### config.mk
export PLATFORM = sky130hd
export DESIGN_NAME = rr_arbiter_4
export DESIGN_NICKNAME = d
export VERILOG_FILES = /design/src/rtl/rr_arbiter_4.sv
export SDC_FILE = /design/constraint.sdc
export NUM_CORES = 1
export LEC_CHECK = 0
export ABC_AREA = 1
export CAP_MARGIN = 20
export CORE_AREA = 2 2 39 41
export DETAILED_ROUTE_END_ITERATION = 12
export DIE_AREA = 0 0 41 43
export DONT_BUFFER_PORTS = 1
export HOLD_SLACK_MARGIN = 0.02
export PLACE_DENSITY = 0.71
export SLEW_MARGIN = 20
export SYNTH_ARGS = -nofsm -noshare
export SYNTH_HDL_FRONTEND = slang
export SYNTH_SLANG_ARGS = --single-unit
export TNS_END_PERCENT = 10
### constraint.sdc
create_clock -name clk -period 3.2 [get_ports clk]
set_input_delay 0.8 -clock clk [delete_from_list [all_inputs] [get_ports clk]]
set_output_delay 0.8 -clock clk [all_outputs]
set_load 0.02 [all_outputs]
### src/rtl/rr_arbiter_4.sv
// Four-channel round-robin arbiter: one grant at a time, presented as a
// registered 2-bit index plus valid flag, released on done/drop/hold limit.
module rr_arbiter_4 #(
  parameter int MAX_HOLD = 8
) (
  input  logic       clk,
  input  logic       rst_n,
  input  logic [3:0] req,
  input  logic       done,
  output logic [1:0] I,
  output logic       valid
);

  localparam int CW = $clog2(MAX_HOLD) + 1;
  localparam logic [CW-1:0] HOLD_LAST = CW'(MAX_HOLD - 1);

  typedef enum logic {
    IDLE  = 1'b0,
    GRANT = 1'b1
  } state_t;

  state_t         state_r, state_s;
  logic [1:0]     i_r, i_s;
  logic           valid_r, valid_s;
  logic [1:0]     last_r, last_s;
  logic [CW-1:0]  hold_cnt_r, hold_cnt_s;
  logic           release_s;

  // First requesting channel searching last+1, last+2, last+3, last (mod 4).
  function automatic logic [1:0] pick(input logic [3:0] r, input logic [1:0] l);
    logic [1:0] cand;
    logic       found;
    pick  = l;
    found = 1'b0;
    for (int k = 1; k <= 4; k++) begin
      cand  = l + k[1:0];
      pick  = (!found && r[cand]) ? cand : pick;
      found = found | r[cand];
    end
  endfunction

  assign release_s = done | ~req[i_r] | (hold_cnt_r == HOLD_LAST);

  // Next-state and next-output logic.
  always_comb begin
    state_s    = state_r;
    i_s        = i_r;
    valid_s    = valid_r;
    last_s     = last_r;
    hold_cnt_s = hold_cnt_r;
    case (state_r)
      IDLE: begin
        if (req != 4'b0000) begin
          i_s        = pick(req, last_r);
          valid_s    = 1'b1;
          hold_cnt_s = '0;
          state_s    = GRANT;
        end else begin
          valid_s = 1'b0;
        end
      end
      GRANT: begin
        // Any combination of release causes rotates priority exactly once.
        if (release_s) begin
          valid_s = 1'b0;
          last_s  = i_r;
          state_s = IDLE;
        end else begin
          hold_cnt_s = hold_cnt_r + CW'(1);
        end
      end
      default: begin
        valid_s = 1'b0;
        state_s = IDLE;
      end
    endcase
  end

  // State and output registers with synchronous active-low reset.
  always_ff @(posedge clk) begin
    if (!rst_n) begin
      state_r    <= IDLE;
      i_r        <= 2'b00;
      valid_r    <= 1'b0;
      last_r     <= 2'b11;
      hold_cnt_r <= '0;
    end else begin
      state_r    <= state_s;
      i_r        <= i_s;
      valid_r    <= valid_s;
      last_r     <= last_s;
      hold_cnt_r <= hold_cnt_s;
    end
  end

  assign I     = i_r;
  assign valid = valid_r;

endmodule
==> qor.yml, run 1 <==
job:
  drv_cap: 0
clocking:
  clock-sinks: 10
  h-tree-depth: 1
  hold_buffers: 0
  post_cts_buffers: 0
  numCtsBuffers: 3
  cts-root-buf: "clkbuf_4"
  clkLatencyLatePin_ps: 270
  cts_resized: 0
  cts_tree: "yes"
  clk_pin_slew_ps: 80
  clock_path_buffers: 2
floorplan:
  die_x_um: 41
  die-area_mm2: 0.00176
  fp-row-count: 14
  initial_utilization_pct: 53.6
  io-pin-count: 10
  coreArea_mm2: 0.00138
  fp.dieH_um: 43
sta:
  fin_crit_ps: 1580
  fin_crit_sh_pct: 49.3
  setup_viol: 0
  slew_headroom_pct: 70.1
  tns_ps: 0
  grt_setup_unrepaired: "false"
  tightest_slew_ps: 447
  timing_hold_violations_final: 0
  fmax_mhz: 634
  drv_slew: 0
  finClkSkew_ps: 13.7
synth:
  synthTopCellsByArea: "dfxtp_1, nand2_1, nand2_2"
  ys_seq_area_share_pct: 27.0
  synth.distinct_cells: 21
  syn_area_um2: 742
  synth_nets: 130
  syn_area_per_cell_um2: 6.08
  ys_ff_latch: 10
  synthFlopType: "dfxtp_1"
  syn_inst: 122
  synth_edf_count: 0
  synth_top_area_cell: "dfxtp_1"
  yosysWarnings: 0
  synth.most_common_cell: "nand2_1"
  synth_top_area_share_pct: 27.0
  synth-async-reset-ratio_pct: 0
  ys_top_cells_by_count: "nand2_1, inv_1, nand3_1"
routing:
  totalWireLength_um: 1400
  drt_iter0_markers: 12
  num_vias: 704
  viasPerCell: 5.03
  drcViolationCount: 0
  routedWlPerCell_um: 10.0
  drt_pre_antenna_iters: 4
  ant_nets: 0
worst_setup_path:
  crit_fanout: 5
  crit_path_start_kind: "register"
  cp_data_arrival_time_ps: 780
  critPathRequiredTime_ps: 2400
  path_class: "reg -> out"
  end_kind: "output pin"
layout:
  fin_area_um2: 779
  areaGrowthSynthToFinish_pct: 5.06
  nNetsFinal: 133
  drive_above_1_share_pct: 15.3
  diodes: 0
global_route:
  antenna_found_initial: 0
  grt_usage_pct: 18.5
  grt_pass1_vias: 581
  overflow: 0
  grt_pass1_wl_um: 2240
  grt_max_degree: 10
placed_design:
  dp_hpwl_um: 1130
  finalWeightedCongestion: 0.833
  port_buffers: 0
  place_area_um2: 743
power:
  powerDensity_mw_per_mm2: 555
  peakVddDrop_mv: 0.342
  p_leak_nw: 0.426
worst_hold_path:
  hold_class: "reg -> reg"
outcome:
  outcome: "finished, final reports clean"
-- layer usage --
| metal | global-route usage (%) | wire length (um) | vias up |
|---|---|---|---|
| met2 | 28.4 | 677 | 12 |
| met1 | 23.5 | 662 | 305 |
| li1 | - | - | 385 |
| met3 | 4.71 | 51 | 2 |
| met5 | 0 | 0 | - |
| met4 | 8.00 | 9 | 0 |
-- final timing paths --
| kind | depth (start not counted) | start | end | slack (ps) |
|---|---|---|---|---|
| hold / removal | 1 | hold_cnt_r[0] | hold_cnt_r[0] | 490 |
| setup / recovery | 0 | I[0] | I[0] | 1620 |
| setup reg to reg | 9 | last_r[0] | I[0] | 1650 |
| hold reg to reg | 1 | hold_cnt_r[0] | hold_cnt_r[0] | 490 |
-- layout by cell type (no fill, tap or decap) --
master	netlist	layout
nor2_1	10	10
a22oi_1	1	1
o21ai_1	2	2
o21ai_2	1	1
ha_1	1	1
nand4_1	1	1
o211ai_1	2	2
nand2_1	37	37
clkbuf_8	0	1
inv_1	18	18
o21ai_0	3	3
a21oi_1	5	5
xor2_1	1	1
nand3b_1	2	2
nand2_2	11	11
inv_8	1	1
nor2_4	1	1
inv_2	1	1
clkbuf_4	0	3
nand3_1	12	12
dfxtp_1	10	10
-- stage by stage --
stage	util [%]	cells	power, mW	setup slack [ps]	hold WS, ps
floorplan	-	122	0.303	1620	447
global route	56.3	140	0.463	1520	506
finish	56.3	140	0.433	1620	486
detailed placement	53.7	136	0.321	1440	479
global placement	53.7	136	0.320	1420	467
CTS	56.3	140	0.435	1610	488
-- registers in the layout, summed over array words and instances (netlist names) --
name        cells
hold_cnt_r      4
I               2
last_r          2
state_r         1
valid           1
-- report_power, final --
part | switching (mW) | internal, mW
logic | 0.0926 | 0.0543
clock network | 0.0450 | 0.0690
registers | 0.0322 | 0.139
total | 0.170 | 0.263
-- final cells by class --
| class | count | area (um2) |
|---|---|---|
| clock buffer | 4 | 36.3 |
| fill | 137 | 604 |
| multi-input combinational | 90 | 440 |
| tap | 16 | 20.0 |
| sequential | 10 | 200 |
| inverter | 20 | 82.6 |
-- cells by family after synthesis --
kind of cell / after synthesis / synth area share [%]
AND/OR/NAND/NOR: 74 / 45.5
buffers and inverters: 22 / 13.7
AO/OA/AOI/OAI: 14 / 11.0
flip-flops: 10 / 27.0
XOR/XNOR: 1 / 1.18
adder cells (fa/ha/maj): 1 / 1.69
Note: power is estimated with default switching activity, not from simulation.
==> inputs of run 2 (changes only) <==
==> constraint.sdc (replaced) <==
create_clock -name clk -period 1.51 [get_ports clk]
set_input_delay 0.3775 -clock clk [delete_from_list [all_inputs] [get_ports clk]]
set_output_delay 0.3775 -clock clk [all_outputs]
set_load 0.02 [all_outputs]
==> run 2 against run 1 <==
Against the previous run:
- sequential share of layout area is 1.2 points lower
- first-iteration DRC count is 33% lower
- die area stayed put
- sequential cell count stayed put
- critical path depth is 11 higher
- non-clock buffer count is 5 higher
- critical path type is now reg -> reg
- critical endpoint is now I[0]
- largest cell class unchanged
==> qor.yml, run 2 (synthesis gave the netlist of run 1 again) <==
placed_design:
  dp_hpwl_um: 1220  # +7.5%
  finalWeightedCongestion: 0.845  # +1.5%
  port_buffers: 0  # unchanged
  dp.cells: 141  # +3.7%
layout:
  nFillCells: 146  # +6.6%
  diodes: 0  # unchanged
  regMostFlops: "hold_cnt_r"
  drive_above_1_share_pct: 20.9  # +5.6 points
  final_common_cell: "nand2_1"
  areaGrowthSynthToFinish_pct: 11.0
  stdcell_count: 145  # +3.6%
  final_util_pct: 59.5  # +3.2 points
  nNetsFinal: 138  # +3.8%
  largest_register_ffs: 4  # unchanged
  most-common-layout-cells: "nand2_1, inv_1, nand3_1, nand2_2, nor2_1"
clocking:
  cts-root-buf: "clkbuf_4"
  numCtsBuffers: 3  # unchanged
  post_cts_buffers: 0  # unchanged
  cts_tree: "yes"
  h-tree-depth: 1  # unchanged
  clkLatencyLatePin_ps: 270  # about the same
  clock-sinks: 10  # unchanged
  hold_buffers: 0  # unchanged
  clk_pin_slew_ps: 70  # about the same
  clock_path_buffers: 2  # unchanged
sta:
  slew_headroom_pct: 84.7  # +15 points
  fin_crit_sh_pct: 92.3
  finClkSkew_ps: 0.528  # -13.2 ps
  timing_hold_violations_final: 0  # unchanged
  grt_setup_unrepaired: "true"
  fin_crit_ps: 1390
  setup_viol: 0  # unchanged
  tightest_slew_ps: 227  # -221 ps
  timing.hold.ws_ps: 206  # -280 ps
  fmax_mhz: 717
  drv_slew: 0  # unchanged
worst_setup_path:
  reg2reg_to: "I[0]"
  end_kind: "register"
  critPathRequiredTime_ps: 1680  # -720 ps
  crit_path_start_kind: "register"
  crit_fanout: 7  # +2
  cp_data_arrival_time_ps: 1560  # +780 ps
  path_class: "reg -> reg"
  reg2reg_depth: 11  # +2
  reg2reg_from: "last_r[0]"
  r2r_slack_ps: 120  # -1530 ps
power:
  finalPower_mw: 0.959  # +120%
  peakVddDrop_mv: 0.827  # +140%
  powerDensity_mw_per_mm2: 1160  # +110%
  p_leak_nw: 0.446  # +4.8%
routing:
  routedWlPerCell_um: 10.5  # +5.0%
  highest_layer: "met4"
  totalWireLength_um: 1520  # +8.7%
  wl_met1_um: 676  # +2.1%
  met2_length_um: 774  # +14%
  drt_iter0_markers: 8  # -4
  dr_wl_met3_um: 43  # -16%
  viasPerCell: 4.99  # -0.84%
  drcViolationCount: 0  # unchanged
  drt_pre_antenna_iters: 4  # unchanged
  ant_nets: 0  # unchanged
  num_vias: 723  # +2.7%
global_route:
  grt_pass1_vias: 658  # +13%
  grt_max_degree: 8  # -2
  grt_pass1_wl_um: 2470  # +11%
  grt_usage_pct: 20.4  # +1.9 points
  overflow: 0  # unchanged
  antenna_found_initial: 0  # unchanged
outcome:
  outcome: "finished, final reports clean"
floorplan:
  initial_utilization_pct: 53.6  # unchanged
  die_x_um: 41  # unchanged
  coreArea_mm2: 0.00138  # unchanged
  die-area_mm2: 0.00176  # unchanged
  fp.dieH_um: 43  # unchanged
  fp-row-count: 14  # unchanged
  io-pin-count: 10  # unchanged
worst_hold_path:
  whs_path_depth: 1  # unchanged
  whs_endpoint: "last_r[0]"
  min_from: "rst_n"
  hold_class: "in -> reg"
job:
  drv_cap: 0  # unchanged
run 2: worst max-delay path by stage:
stage | cells after the start | startpoint | end
floorplan | 7 | I[0] | hold_cnt_r[2]
global placement | 9 | hold_cnt_r[0] | hold_cnt_r[2]
detailed placement | 12 | last_r[0] | I[0]
CTS | 9 | hold_cnt_r[0] | hold_cnt_r[2]
global route | 9 | hold_cnt_r[0] | hold_cnt_r[2]
finish | 11 | last_r[0] | I[0]
run 2: area by class of cell:
type | count | area (um2) | area share [%]
tap | 16 | 20.0 | 2.43
sequential | 10 | 201 | 24.5
timing repair buffer | 5 | 37.5 | 4.56
inverter | 20 | 82.6 | 10.0
multi-input combinational | 90 | 445 | 54.1
clock buffer | 4 | 36.3 | 4.41
run 2: power breakdown:
| part | internal (mW) | switching [mW] |
|---|---|---|
| Clock | 0.147 | 0.0955 |
| Combinational | 0.145 | 0.237 |
| Sequential | 0.297 | 0.0383 |
| Total | 0.588 | 0.371 |
run 2: what timing repair did:
| action | in CTS | in global routing |
|---|---|---|
| setup endpoints to repair | 0 | 7 |
| resized for setup | 0 | 3 |
| hold endpoints to repair | 0 | 0 |
run 2: through the flow:
step	TNS, ps	instance area [um2]	worst slack (ps)
global route	-8.77	823	-8.77
finish	0	823	116
floorplan	0	742	234
CTS	0	817	48.5
global placement	0	781	93.9
detailed placement	0	781	64.6
run 2: critical path, cell delays in order (launching register included):
cell and delay [ps]:
dfxtp_2 340, buf_4 150, inv_8 70, nand2_2 40
nand2_1 70, inv_1 50, o21ai_0 210, nand2_2 110
nand3_1 80, nand3_1 70, nand2_1 70, inv_1 40
run 2: per-layer routing:
layer | vias up | global-route usage [%]
li1 | 399 | -
met1 | 306 | 23.0
met2 | 13 | 34.7
met3 | 5 | 3.14
met4 | 0 | 10.0
met5 | - | 0
